[config.mk]
export PLATFORM = sky130hd
export DESIGN_NAME = mem_copy_engine
export DESIGN_NICKNAME = d
export VERILOG_FILES = /design/src/rtl/mem_copy_engine.sv
export SDC_FILE = /design/constraint.sdc
export NUM_CORES = 1
export LEC_CHECK = 0
export ABC_CLOCK_PERIOD_IN_PS = 3850
export BUFFER_PORTS_ARGS = -buffer_cell sky130_fd_sc_hd__buf_4
export CAP_MARGIN = 20
export CORE_MARGIN = 2
export CORE_UTILIZATION = 40
export DETAILED_ROUTE_END_ITERATION = 6
export GPL_ROUTABILITY_DRIVEN = 0
export MAX_ROUTING_LAYER = met4
export PLACE_DENSITY_LB_ADDON = 0.25
export SYNTH_ARGS = -nofsm -noshare
export SYNTH_HDL_FRONTEND = slang
export SYNTH_SLANG_ARGS = --single-unit
[constraint.sdc]
create_clock -name i_clk -period 3.85 [get_ports i_clk]
set_input_delay 0.1925 -clock i_clk [delete_from_list [all_inputs] [get_ports i_clk]]
set_output_delay 0.1925 -clock i_clk [all_outputs]
set_load 0.005 [all_outputs]
[src/rtl/mem_copy_engine.sv]
// mem_copy_engine
// ---------------------------------------------------------------------------
// Memory-to-memory copy / fill engine for the byte-per-word data memory.
// It sits next to the CPU on the data-memory port, behind a mux owned by the
// top level. The engine either copies a block of entries from a source area
// to a destination area, or fills a destination area with a constant byte.
// Completion is signalled by a one-cycle done pulse, together with an 8-bit
// running checksum of every byte written and a flag telling whether the
// transfer was cut short by abort.
//
// Ports
//   i_clk          sole clock, everything updates on its rising edge
//   i_rst          synchronous active-high reset
//   i_start        request a transfer (only looked at while idle)
//   i_mode         0 = copy src -> dst, 1 = fill dst with i_fill_value
//   i_abort        stop the active transfer early
//   i_src_addr     byte address of first source entry (word aligned inside)
//   i_dst_addr     byte address of first destination entry
//   i_len          number of entries, 0 .. 2**(LEN_W-1)
//   i_fill_value   fill byte
//   o_busy         high whenever the engine is not idle
//   o_done         one-cycle completion pulse
//   o_aborted      last transfer was aborted, valid from done until next start
//   o_checksum     mod-256 sum of the bytes written by the last transfer
//   o_mem_we       memory write enable
//   o_mem_addr     memory byte address (memory uses bits [31:2])
//   o_mem_wdata    memory write data
//   i_mem_rdata    memory read data, combinational from o_mem_addr
// ---------------------------------------------------------------------------
module mem_copy_engine #(
  parameter int LEN_W = 11
) (
  input  logic             i_clk,
  input  logic             i_rst,
  input  logic             i_start,
  input  logic             i_mode,
  input  logic             i_abort,
  input  logic [31:0]      i_src_addr,
  input  logic [31:0]      i_dst_addr,
  input  logic [LEN_W-1:0] i_len,
  input  logic [7:0]       i_fill_value,
  output logic             o_busy,
  output logic             o_done,
  output logic             o_aborted,
  output logic [7:0]       o_checksum,
  output logic             o_mem_we,
  output logic [31:0]      o_mem_addr,
  output logic [7:0]       o_mem_wdata,
  input  logic [7:0]       i_mem_rdata
);

  typedef enum logic [1:0] {
    IDLE  = 2'd0,
    READ  = 2'd1,
    WRITE = 2'd2,
    DONE  = 2'd3
  } state_t;

  // Word-aligned address mask: the memory ignores the two low address bits,
  // so the pointers are kept aligned from the moment they are loaded.
  localparam logic [31:0] WORD_MASK = 32'hFFFF_FFFC;

  state_t            r_state;
  state_t            w_next;

  logic [31:0]       r_srcPtr;
  logic [31:0]       r_dstPtr;
  logic [LEN_W-1:0]  r_count;
  logic [7:0]        r_dataQ;
  logic [7:0]        r_fillValue;
  logic              r_mode;
  logic [7:0]        r_checksum;
  logic              r_aborted;

  logic              w_memWe;
  logic [31:0]       w_memAddr;
  logic [7:0]        w_memWdata;
  logic              w_lastEntry;
  logic [31:0]       w_srcAligned;
  logic [31:0]       w_dstAligned;

  // Aligned start addresses. Masking (instead of slicing) keeps every input
  // bit formally in use while still forcing the low two bits to zero.
  assign w_srcAligned = i_src_addr & WORD_MASK;
  assign w_dstAligned = i_dst_addr & WORD_MASK;

  // The count holds the number of entries still to be written; the write
  // that sees a count of one is the final one of the block.
  assign w_lastEntry = (r_count == LEN_W'(1));

  // Next-state and Moore memory outputs. The memory-side outputs depend only
  // on the registered state and pointers, so the external mux and memory see
  // a clean, glitch-free address for the whole cycle. Abort only steers the
  // next state; a WRITE cycle that sees abort still completes its write.
  always_comb begin
    w_next     = r_state;
    w_memWe    = 1'b0;
    w_memAddr  = '0;
    w_memWdata = '0;

    case (r_state)
      IDLE: begin
        if (i_start) begin
          if (i_len == '0) begin
            w_next = DONE;
          end else if (i_mode) begin
            w_next = WRITE;
          end else begin
            w_next = READ;
          end
        end
      end

      READ: begin
        w_memAddr = r_srcPtr;
        if (i_abort) begin
          w_next = DONE;
        end else begin
          w_next = WRITE;
        end
      end

      WRITE: begin
        w_memWe    = 1'b1;
        w_memAddr  = r_dstPtr;
        w_memWdata = r_mode ? r_fillValue : r_dataQ;
        if (i_abort || w_lastEntry) begin
          w_next = DONE;
        end else if (r_mode) begin
          w_next = WRITE;
        end else begin
          w_next = READ;
        end
      end

      DONE: begin
        w_next = IDLE;
      end

      default: begin
        w_next = IDLE;
      end
    endcase
  end

  // State register. Reset drops straight back to IDLE, so the cycle after a
  // sampled reset never drives a write even if a transfer was in flight.
  always_ff @(posedge i_clk) begin
    if (i_rst) begin
      r_state <= IDLE;
    end else begin
      r_state <= w_next;
    end
  end

  // Transfer parameters captured at an accepted start. Mode and fill byte
  // are held for the whole transfer so the inputs may change freely after
  // start; a start seen while busy never reaches this block.
  always_ff @(posedge i_clk) begin
    if (i_rst) begin
      r_mode      <= 1'b0;
      r_fillValue <= '0;
    end else if (r_state == IDLE && i_start) begin
      r_mode      <= i_mode;
      r_fillValue <= i_fill_value;
    end
  end

  // Address pointers and the remaining-entry count. Pointer arithmetic is
  // plain 32-bit and wraps through zero without any special handling.
  always_ff @(posedge i_clk) begin
    if (i_rst) begin
      r_srcPtr <= '0;
      r_dstPtr <= '0;
      r_count  <= '0;
    end else begin
      case (r_state)
        IDLE: begin
          if (i_start) begin
            r_srcPtr <= w_srcAligned;
            r_dstPtr <= w_dstAligned;
            r_count  <= i_len;
          end
        end
        READ: begin
          r_srcPtr <= r_srcPtr + 32'd4;
        end
        WRITE: begin
          r_dstPtr <= r_dstPtr + 32'd4;
          r_count  <= r_count - LEN_W'(1);
        end
        default: begin
        end
      endcase
    end
  end

  // Read-data holding register. Copy is a two-cycle read-then-write, so the
  // byte fetched in READ is parked here and replayed as write data.
  always_ff @(posedge i_clk) begin
    if (i_rst) begin
      r_dataQ <= '0;
    end else if (r_state == READ) begin
      r_dataQ <= i_mem_rdata;
    end
  end

  // Completion status. Both the checksum and the abort flag are cleared by
  // an accepted start and otherwise hold their value after done, so software
  // can read them at leisure until the next transfer begins.
  always_ff @(posedge i_clk) begin
    if (i_rst) begin
      r_checksum <= '0;
      r_aborted  <= 1'b0;
    end else begin
      case (r_state)
        IDLE: begin
          if (i_start) begin
            r_checksum <= '0;
            r_aborted  <= 1'b0;
          end
        end
        READ: begin
          if (i_abort) begin
            r_aborted <= 1'b1;
          end
        end
        WRITE: begin
          r_checksum <= r_checksum + w_memWdata;
          if (i_abort) begin
            r_aborted <= 1'b1;
          end
        end
        default: begin
        end
      endcase
    end
  end

  assign o_busy      = (r_state != IDLE);
  assign o_done      = (r_state == DONE);
  assign o_aborted   = r_aborted;
  assign o_checksum  = r_checksum;
  assign o_mem_we    = w_memWe;
  assign o_mem_addr  = w_memAddr;
  assign o_mem_wdata = w_memWdata;

endmodule

# [Yosys cells after proc, flatten, opt, wreduce, memory -nomap -nowiden]
# Cells that the tools add are included.
[classes] add_sub_neg=4 mul=0 div=0 order_cmp=0 n_eq_ne=6 shift=0 mux=22 bitwise=0 reduce_logical=12
[ops] op="$pmux 32 s2" count=3
[ops] op="$add 32x3->32 const B" count=2
[ops] op="$mux 32" count=2
[ops] op="$mux 8" count=3
[ops] op="$pmux 11 s2" count=1
[ops] op="$pmux 8 s2" count=1
[ops] op="$eq 11x1->1 const B" count=1
[ops] op="$logic_not 11->1" count=1
[ops] op="$mux 11" count=1
[ops] op="$sub 11x1->11 const B" count=1
[ops] op="$mux 2" count=5
[ops] op="$add 8x8->8" count=1
[ops] op="$pmux 2 s4" count=1
[ops] op="$reduce_bool 2->1" count=4
[ops] op="$eq 2x2->1 const B" count=2
[ops] op="$mux 1" count=4
[ops] op="$reduce_and 2->1" count=2
[ops] op="$reduce_and 3->1" count=1
[ops] op="$eq 2x1->1 const B" count=1
[ops] op="$logic_not 2->1" count=1
[ops] op="$ne 2x1->1 const B" count=1
[ops] op="$ne 2x2->1 const B" count=1
[ops] op="$pmux 1 s2" count=1
[ops] op="$reduce_or 2->1" count=1
[ops] op="2 further kinds" count=2
[word_totals] regBits=103 latchBits=0 mem_bits_rw=0 rom_bits=0 in_bits=96 output_inout_bits=52 word_cells=53 mem_count=0

# [Longest topological paths before layout]
# Gate-level depths: netlist of the first run.
[depth] ltp_word=4 depth_mapped=13 depth_no_buf=11

# [Worst setup path after synthesis of the first run]
# OpenSTA, ideal clock, no wires.
[synth_path] path_type="register to register" startpoint="register r_state[0]" endpoint="register r_checksum[6], in the netlist o_checksum[6]" setup_time_ns=0.101 arrival_ns=2.840 required_ns=3.749 path_slack_ns=0.909 path_stages_with_launch=14 n_path_buf=2 period_less_slack_ns=2.941 cell_sequence="dfxtp_1 -> inv_1 -> ha_1 -> inv_1 -> clkbuf_1 -> buf_1 -> nor2_1 -> ha_1 -> fa_1 -> a21o_1 -> a21oi_1 -> o21ai_0 -> xnor2_1 -> o41ai_1"
[synth_between] elab_chain_len=4 elab_cells_between_ends=8 cone_classes="1 x add/sub; 2 x eq/ne; 2 x mux; 3 x reduce/logical"
[synth_lines] element="from (decl)" line_no="63" source="state_t r_state;"
[synth_lines] element="from (signal assigned)" line_no="152" source="r_state <= w_next;"
[synth_lines] element="$eq 2x2->1" line_no="101" source="case (r_state)"
[synth_lines] element="$mux 8" line_no="101"
[synth_lines] element="named net o_mem_wdata[0]" line_no="48" source="output logic [7:0] o_mem_wdata,"
[synth_lines] element="$add 8x8->8" line_no="229" source="r_checksum <= r_checksum + w_memWdata;"
[synth_lines] element="$pmux 8 s2" line_no="216" source="case (r_state)"
[synth_lines] element="to (signal assigned)" line_no="229"
[synth_lines] element="to (decl)" line_no="72" source="logic [7:0] r_checksum;"
# The timed path passes the listed nets, and every way through them passes these cells.
# A chain may end at the register's enable or synchronous reset.

# [Worst setup path in the final report of the first run]
[layout_path] startpoint="register r_state[0]" endpoint="output o_mem_addr[14]"
[layout_between] elab_chain_len=2 elab_cells_between_ends=3 cone_classes="2 x eq/ne; 1 x mux"
[layout_lines] element="$eq 2x2->1 or $eq 2x1->1 (tied branches)" line_no="101"
[layout_lines] element="$pmux 32 s2 (*)" line_no="101"
[layout_lines] element="to (decl)" line_no="47" source="output logic [31:0] o_mem_addr,"
# Mark *: on every way between the ends. The rest lies on a longest branch, timed or not.

==> flow_summary.json, run 1 <==
{
  "run_status": "complete, no violations",
  "finish.net_count": 1068,
  "cts.path.max_buffers": 2,
  "worst_hold_path.num_cells": 3,
  "floorplan.core_area_um2": 16400,
  "dominantRegCellSynth": "dfxtp_1",
  "floorplan.io_pins": 148,
  "p_clk_share_pct": 16.9,
  "slew_headroom_pct": 29.8,
  "critical_path_cell_by_cell": "inv_1 -> ha_4 -> buf_4 -> nand2_1 -> a21boi_0 -> buf_4",
  "crit_start": "r_state[0]",
  "detail_route.iter0.violations": 669,
  "cts-root-buf": "clkbuf_16",
  "leakagePower_uw": 0.00305,
  "switching_share_pct": 45.5,
  "yosys-mux-area-fraction_pct": 4.62,
  "dieWidth_um": 133,
  "crit_path_end_kind": "primary output",
  "synth-adder-area-share_pct": 3.13,
  "global_route_wire_length_before_repair_um": 34200,
  "tns_ns": 0,
  "sequentialPowerShare_pct": 33.6,
  "class_of_the_worst_hold_path": "primary input to flip-flop",
  "synth_compound_area_share_pct": 29.2,
  "port_buffers": 141,
  "path_clk_slew_ns": 0.07,
  "required_ns": 3.66,
  "route.detailed.wl_per_inst_um": 18.2,
  "dominant_combinational_cell_family_by_area_after_synthesis": "compound AO/OA/AOI/OAI gates",
  "fp.dieArea_um2": 17600,
  "async_reset_ff_share_pct": 0,
  "grt_pass1_vias": 6416,
  "core.rowCount": 47,
  "final_setup_viols": 0,
  "clock_skew_ns": 0.00588,
  "hpwlAfterDp_um": 15100,
  "min_from": "i_mem_rdata[4]",
  "path_delay_family": "buffers and inverters",
  "r2r_setup_slk_ns": 0.99,
  "vias_after_detailed_routing": 7021,
  "start_util_pct": 40.4,
  "grt_remaining_overflow": 0,
  "cellInternalPower_uw": 2980,
  "synthCells": 859,
  "period_needed_ns": 2.86,
  "route.detailed.drc": 0,
  "route.detailed.vias_per_inst": 5.94,
  "routed_wl_um": 21500,
  "die_height_um": 133,
  "ys_seq_elements": 99,
  "post_cts.repair.setup_buffers": 0,
  "path_buf_inv": 3,
  "number_of_antenna_violations_at_the_first_check_in_global_routing": 0,
  "worst_slew_pin_slew_ns": 1.05,
  "max_clock_freq_ghz": 0.349,
  "power.density_cell_area_nw_per_um2": 675,
  "slowest_cell_on_the_critical_path": "buf_4",
  "critPathArrivalTime_ns": 2.67,
  "pwr-share-comb_pct": 49.5,
  "hold-path-endpoint": "r_dataQ[4]",
  "share_of_the_yosys_chip_area_belonging_to_registers_pct": 29.9,
  "htree_levels": 3,
  "rsz0062_at_grt": "false",
  "ctsResizeCount": 0,
  "synthesis.area_per_instance_um2": 7.72,
  "switchingPower_uw": 2490,
  "finalHoldViolCount": 0,
  "origin_of_the_critical_flop_to_flop_path": "r_state[0]",
  "cts_tree": "done",
  "rr_worst_depth": 7,
  "antenna_cells_inserted": 0,
  "total_power_uw": 5470,
  "synth_simple_gate_area_share_pct": 27.0,
  "yosysWarningCount": 0,
  "layoutNonFillerInstCount": 1181,
  "pin_count_of_the_biggest_net_entering_global_routing": 96,
  "worstSkewPairLatency_ns": 0.36,
  "vdd_ir_drop_max_mv": 0.423,
  "syn_to_final_growth_pct": 22.2,
  "critPathMaxStageDelay_ns": 0.76,
  "timing_max_transition_violations_final": 0,
  "layout-drive-gt1-share_pct": 20.8,
  "cts.sink_count": 99,
  "timing.setup.critical_path_class": "flip-flop to primary output",
  "gr-usage-all-layers_pct": 24.8,
  "cp_max_fo": 95,
  "synthXorXnorAreaFrac_pct": 0.528,
  "path_common_cell": "buf_4",
  "ys_types": 81,
  "mappedNetlistArea_um2": 6630,
  "drt_pre_antenna_iters": 7,
  "placed_cells": 1165,
  "synth_enable_flop_cells": 0,
  "residual_antenna_violating_net_count_after_detailed_routing": 0,
  "cts-buffers-inserted": 9,
  "critPathLaunchType": "flip-flop",
  "timing.final.crit_share_pct": 74.4,
  "reg2reg_to": "r_dstPtr[18]",
  "maxCapViolCount": 0,
  "hold_buffers": 0
}
worst max path at each step:
stage                     endpoint  cells after the start
floorplan            o_checksum[6]                     13
detailed placement    r_dstPtr[18]                      7
global route          r_dstPtr[22]                      8
CTS                   r_dstPtr[18]                      7
finish              o_mem_addr[14]                      6
global placement      r_dstPtr[18]                      8
power groups by stage:
stage                     clock (uW)  combinational, uW  sequential, uW
after CTS                        947               2690            1820
after global placement             0               2650            1840
after global routing             983               3000            1880
after detailed placement           0               2680            1850
final                            927               2710            1840
after floorplan                    0               2010            1660
synthesized netlist by cell type, types with 4 or more instances:
cell type | n | share of area (%)
nand2_1 | 80 | 4.5
clkbuf_1 | 40 | 2.3
nor4_1 | 12 | 1.1
o211ai_1 | 4 | 0.45
nor2b_1 | 31 | 2.9
ha_1 | 15 | 2.8
or3_1 | 5 | 0.47
a41oi_1 | 6 | 0.79
dfxtp_1 | 99 | 30
o32ai_1 | 6 | 0.79
a21o_1 | 5 | 0.57
a211oi_1 | 14 | 1.6
o21ai_0 | 46 | 3.5
o22ai_1 | 12 | 1.1
a311o_1 | 4 | 0.60
buf_1 | 13 | 0.74
and4_1 | 6 | 0.79
buf_4 | 4 | 0.45
and2_1 | 8 | 0.75
o2bb2ai_1 | 7 | 0.92
nand3_1 | 26 | 2.0
mux2_2 | 5 | 0.85
a221oi_1 | 5 | 0.66
a21oi_1 | 72 | 5.4
nor2_1 | 76 | 4.3
nor3_1 | 16 | 1.2
a31oi_1 | 17 | 1.6
o31ai_1 | 7 | 0.79
nor3b_1 | 4 | 0.45
a21boi_0 | 6 | 0.68
nand2b_1 | 4 | 0.38
mux2i_1 | 25 | 3.8
and3_1 | 19 | 1.8
nand4_1 | 17 | 1.6
a22oi_1 | 38 | 4.3
a311oi_1 | 12 | 1.6
inv_1 | 18 | 1.0
buf_2 | 12 | 0.91
flip-flops by register name, summed over array words and instances (netlist names):
signal / count
r_state: 2
r_dstPtr: 30
o_checksum: 8
o_aborted: 1
r_fillValue: 8
r_mode: 1
r_srcPtr: 30
r_dataQ: 8
r_count: 11
worst register-to-register path, cell delays in order, from the launching register on:
cell	delay (ns)
dfxtp_1	0.35
inv_1	0.13
ha_1	0.54
nand2_1	0.51
o21ai_4	0.55
buf_4	0.32
o21ai_0	0.09
a32o_1	0.27
kinds of logic (layout without fill, tap and decap cells):
kind of cell | Yosys count | in the layout
other | 1 | 2
multiplexers | 30 | 30
flip-flops | 99 | 99
AND/OR/NAND/NOR | 331 | 331
AO/OA/AOI/OAI | 289 | 289
XOR/XNOR | 4 | 4
buffers and inverters | 89 | 190
adder cells (fa/ha/maj) | 16 | 16
cell usage in the layout (no fill, tap or decap), drive strengths merged, types with 25 or more instances in the layout:
cell type / netlist / layout
mux2i: 25 / 25
nor2: 77 / 77
a21oi: 73 / 73
nand2: 80 / 80
a22oi: 38 / 38
buf: 30 / 155
nand3: 29 / 29
nor2b: 31 / 31
o21ai: 47 / 47
dfxtp: 99 / 99
through the flow:
step	hold WS (ns)	instance area (um2)	worst slack, ns	util [%]
2_1_floorplan	0.328	6640	0.909	-
3_3_place_gp	0.426	7810	1.08	47.6
3_5_place_dp	0.437	7810	1.03	47.6
4_1_cts	0.0591	8110	0.993	49.4
5_1_grt	0.0735	8110	0.758	49.4
6_report	0.0669	8110	0.987	49.4
cell type report:
| class | count | area, um2 |
|---|---|---|
| multi-input cells | 672 | 4320 |
| well taps | 220 | 275 |
| repair buffers | 155 | 1160 |
| flip-flops and latches | 99 | 1980 |
| fillers | 1641 | 8300 |
| clock buffers | 9 | 225 |
| inverters | 19 | 71.3 |
| clock inverters | 7 | 68.8 |
routing by layer:
layer	routed length [um]	part of all wire (%)	up-vias	track usage [%]
met4	428	2.0	0	6.87
met3	1470	6.8	26	6.40
met1	9650	45	3310	32.2
met2	9970	46	249	38.1
li1	-	-	3436	-
met5	0	0	-	-
No activity file was read; power rests on OpenSTA's default activity.
==> run 2, diff against run 1 <==
--- a/config.mk
+++ b/config.mk
@@ -5,7 +5,7 @@
 export SDC_FILE = /design/constraint.sdc
 export NUM_CORES = 1
 export LEC_CHECK = 0
-export ABC_CLOCK_PERIOD_IN_PS = 3850
+export ABC_CLOCK_PERIOD_IN_PS = 2700
 export BUFFER_PORTS_ARGS = -buffer_cell sky130_fd_sc_hd__buf_4
 export CAP_MARGIN = 20
 export CORE_MARGIN = 2
==> constraint.sdc (replaced) <==
create_clock -name i_clk -period 2.7 [get_ports i_clk]
set_input_delay 0.135 -clock i_clk [delete_from_list [all_inputs] [get_ports i_clk]]
set_output_delay 0.135 -clock i_clk [all_outputs]
set_load 0.005 [all_outputs]
==> run 2 against run 1 <==
- cell count increased by 1.4%
- non-clock buffer count increased by 17
- power increased by 49%
- routed wire length about the same
- utilization increased by 1.2 points
- highest routed layer unchanged
==> flow_summary.json, run 2 (synthesis gave the netlist of run 1 again) <==
{
  "route.detailed.wl_per_inst_um": 17.9,
  "slew_headroom_pct": 38.8,
  "cts-buffers-inserted": 9,
  "max_clock_freq_ghz": 0.402,
  "worstSkewPairLatency_ns": 0.35,
  "largest_registers": "r_dstPtr x30, r_srcPtr x30, r_count x11",
  "post-route-util_pct": 50.6,
  "power.density_cell_area_nw_per_um2": 983,
  "run_status": "complete, no violations",
  "pin_count_of_the_biggest_net_entering_global_routing": 103,
  "routed_wl_um": 21500,
  "die_height_um": 133,
  "route.detailed.vias_per_inst": 5.88,
  "antenna_cells_inserted": 0,
  "rsz0062_at_grt": "true",
  "detail_route.iter0.violations": 655,
  "grt_remaining_overflow": 0,
  "gr-usage-all-layers_pct": 24.7,
  "hold_slack_ns": 0.0195,
  "path_clk_slew_ns": 0.07,
  "number_of_antenna_violations_at_the_first_check_in_global_routing": 0,
  "class_of_the_worst_hold_path": "primary input to flip-flop",
  "vdd_ir_drop_max_mv": 0.750,
  "residual_antenna_violating_net_count_after_detailed_routing": 0,
  "required_ns": 2.97,
  "critPathLaunchType": "flip-flop",
  "syn_to_final_growth_pct": 25.2,
  "hold_buffers": 0,
  "floorplan.core_area_um2": 16400,
  "finish.net_count": 1085,
  "global_route_wire_length_before_repair_um": 34200,
  "grt_pass1_vias": 6420,
  "maxCapViolCount": 0,
  "cts.path.max_buffers": 2,
  "core.rowCount": 47,
  "route.detailed.drc": 0,
  "mostFrequentLayoutCells": "buf_4 (170), dfxtp_1 (99), nand2_1 (80), nor2_1 (75), a21oi_1 (70)",
  "worst_slew_pin_slew_ns": 0.915,
  "cp_max_fo": 35,
  "start_util_pct": 40.4,
  "crit_path_end_kind": "flip-flop",
  "cts.sink_count": 99,
  "fp.dieArea_um2": 17600,
  "cts-root-buf": "clkbuf_16",
  "timing.final.crit_share_pct": 92.2,
  "port_buffers": 141,
  "critPathArrivalTime_ns": 2.76,
  "htree_levels": 3,
  "layout-drive-gt1-share_pct": 22.5,
  "timing.setup.critical_path_class": "flip-flop to flip-flop",
  "vias_after_detailed_routing": 7039,
  "period_needed_ns": 2.49,
  "drt_pre_antenna_iters": 5,
  "leakagePower_uw": 0.00316,
  "hpwlAfterDp_um": 15500,
  "floorplan.io_pins": 148,
  "timing_max_transition_violations_final": 0,
  "cts_tree": "done",
  "dieWidth_um": 133,
  "finalHoldViolCount": 0,
  "clock_skew_ns": 0.00728,
  "final_setup_viols": 0,
  "most_common_cell_after_layout_fill_and_taps_aside": "buf_4"
}
run 2: power by group:
part | switching [uW] | internal [uW] | total, uW
sequential | 648 | 1940 | 2590
combinational | 2360 | 1770 | 4130
clock | 580 | 862 | 1440
run 2: what timing repair did:
| action | 4_1_cts | 5_1_grt |
|---|---|---|
| resized for setup | 0 | 4 |
| setup endpoints to repair | 0 | 2 |
| setup buffers | 0 | 0 |
run 2: path summary, 6_finish.rpt:
check,from,endpoint,slack (ns),cells after the start
hold reg to reg,r_fillValue[7],r_fillValue[7],0.46,2
hold / removal,i_mem_rdata[5],r_dataQ[5],0.02,3
setup reg to reg,r_state[0],r_dstPtr[27],0.21,8
setup / recovery,r_state[0],r_dstPtr[27],0.21,8
run 2: layout make-up:
| cell class | count | area (um2) |
|---|---|---|
| Sequential cell | 99 | 1980 |
| Timing Repair Buffer | 172 | 1320 |
| Tap cell | 220 | 275 |
| Inverter | 19 | 75.1 |
| Fill cell | 1627 | 8100 |
| Clock inverter | 4 | 72.6 |
| Multi-Input combinational cell | 672 | 4330 |
| Clock buffer | 12 | 256 |
run 2: critical path, cell delays in order, from the launching register on:
cell,delay [ns]
dfxtp_1,0.34
inv_1,0.12
ha_4,0.18
clkinvlp_4,0.17
buf_4,0.19
o21ai_4,0.72
buf_4,0.33
nand3_1,0.11
a221oi_2,0.24
run 2: stage by stage:
stage | std cells | worst slack [ns] | TNS (ns) | power (uW) | area (um2)
finish | 1198 | 0.211 | 0 | 8160 | 8310
global route | 1198 | -0.000537 | -0.000537 | 8750 | 8310
CTS | 1198 | 0.0921 | 0 | 8130 | 8290
detailed placement | 1182 | 0.121 | 0 | 6670 | 7960
global placement | 1182 | 0.173 | 0 | 6600 | 7960
floorplan | 860 | 0.0170 | 0 | 5240 | 6640
run 2: per-layer routing:
metal  routed length (um)  global-route usage, %  vias to the layer above  share of wire (%)
met3                 1540                   6.40                       35                7.1
li1                     -                      -                     3447                  -
met4                  450                   6.15                        0                2.1
met2                 9910                   38.4                      260                 46
met1                 9600                   32.1                     3297                 45
met5                    0                      -                        -                  0
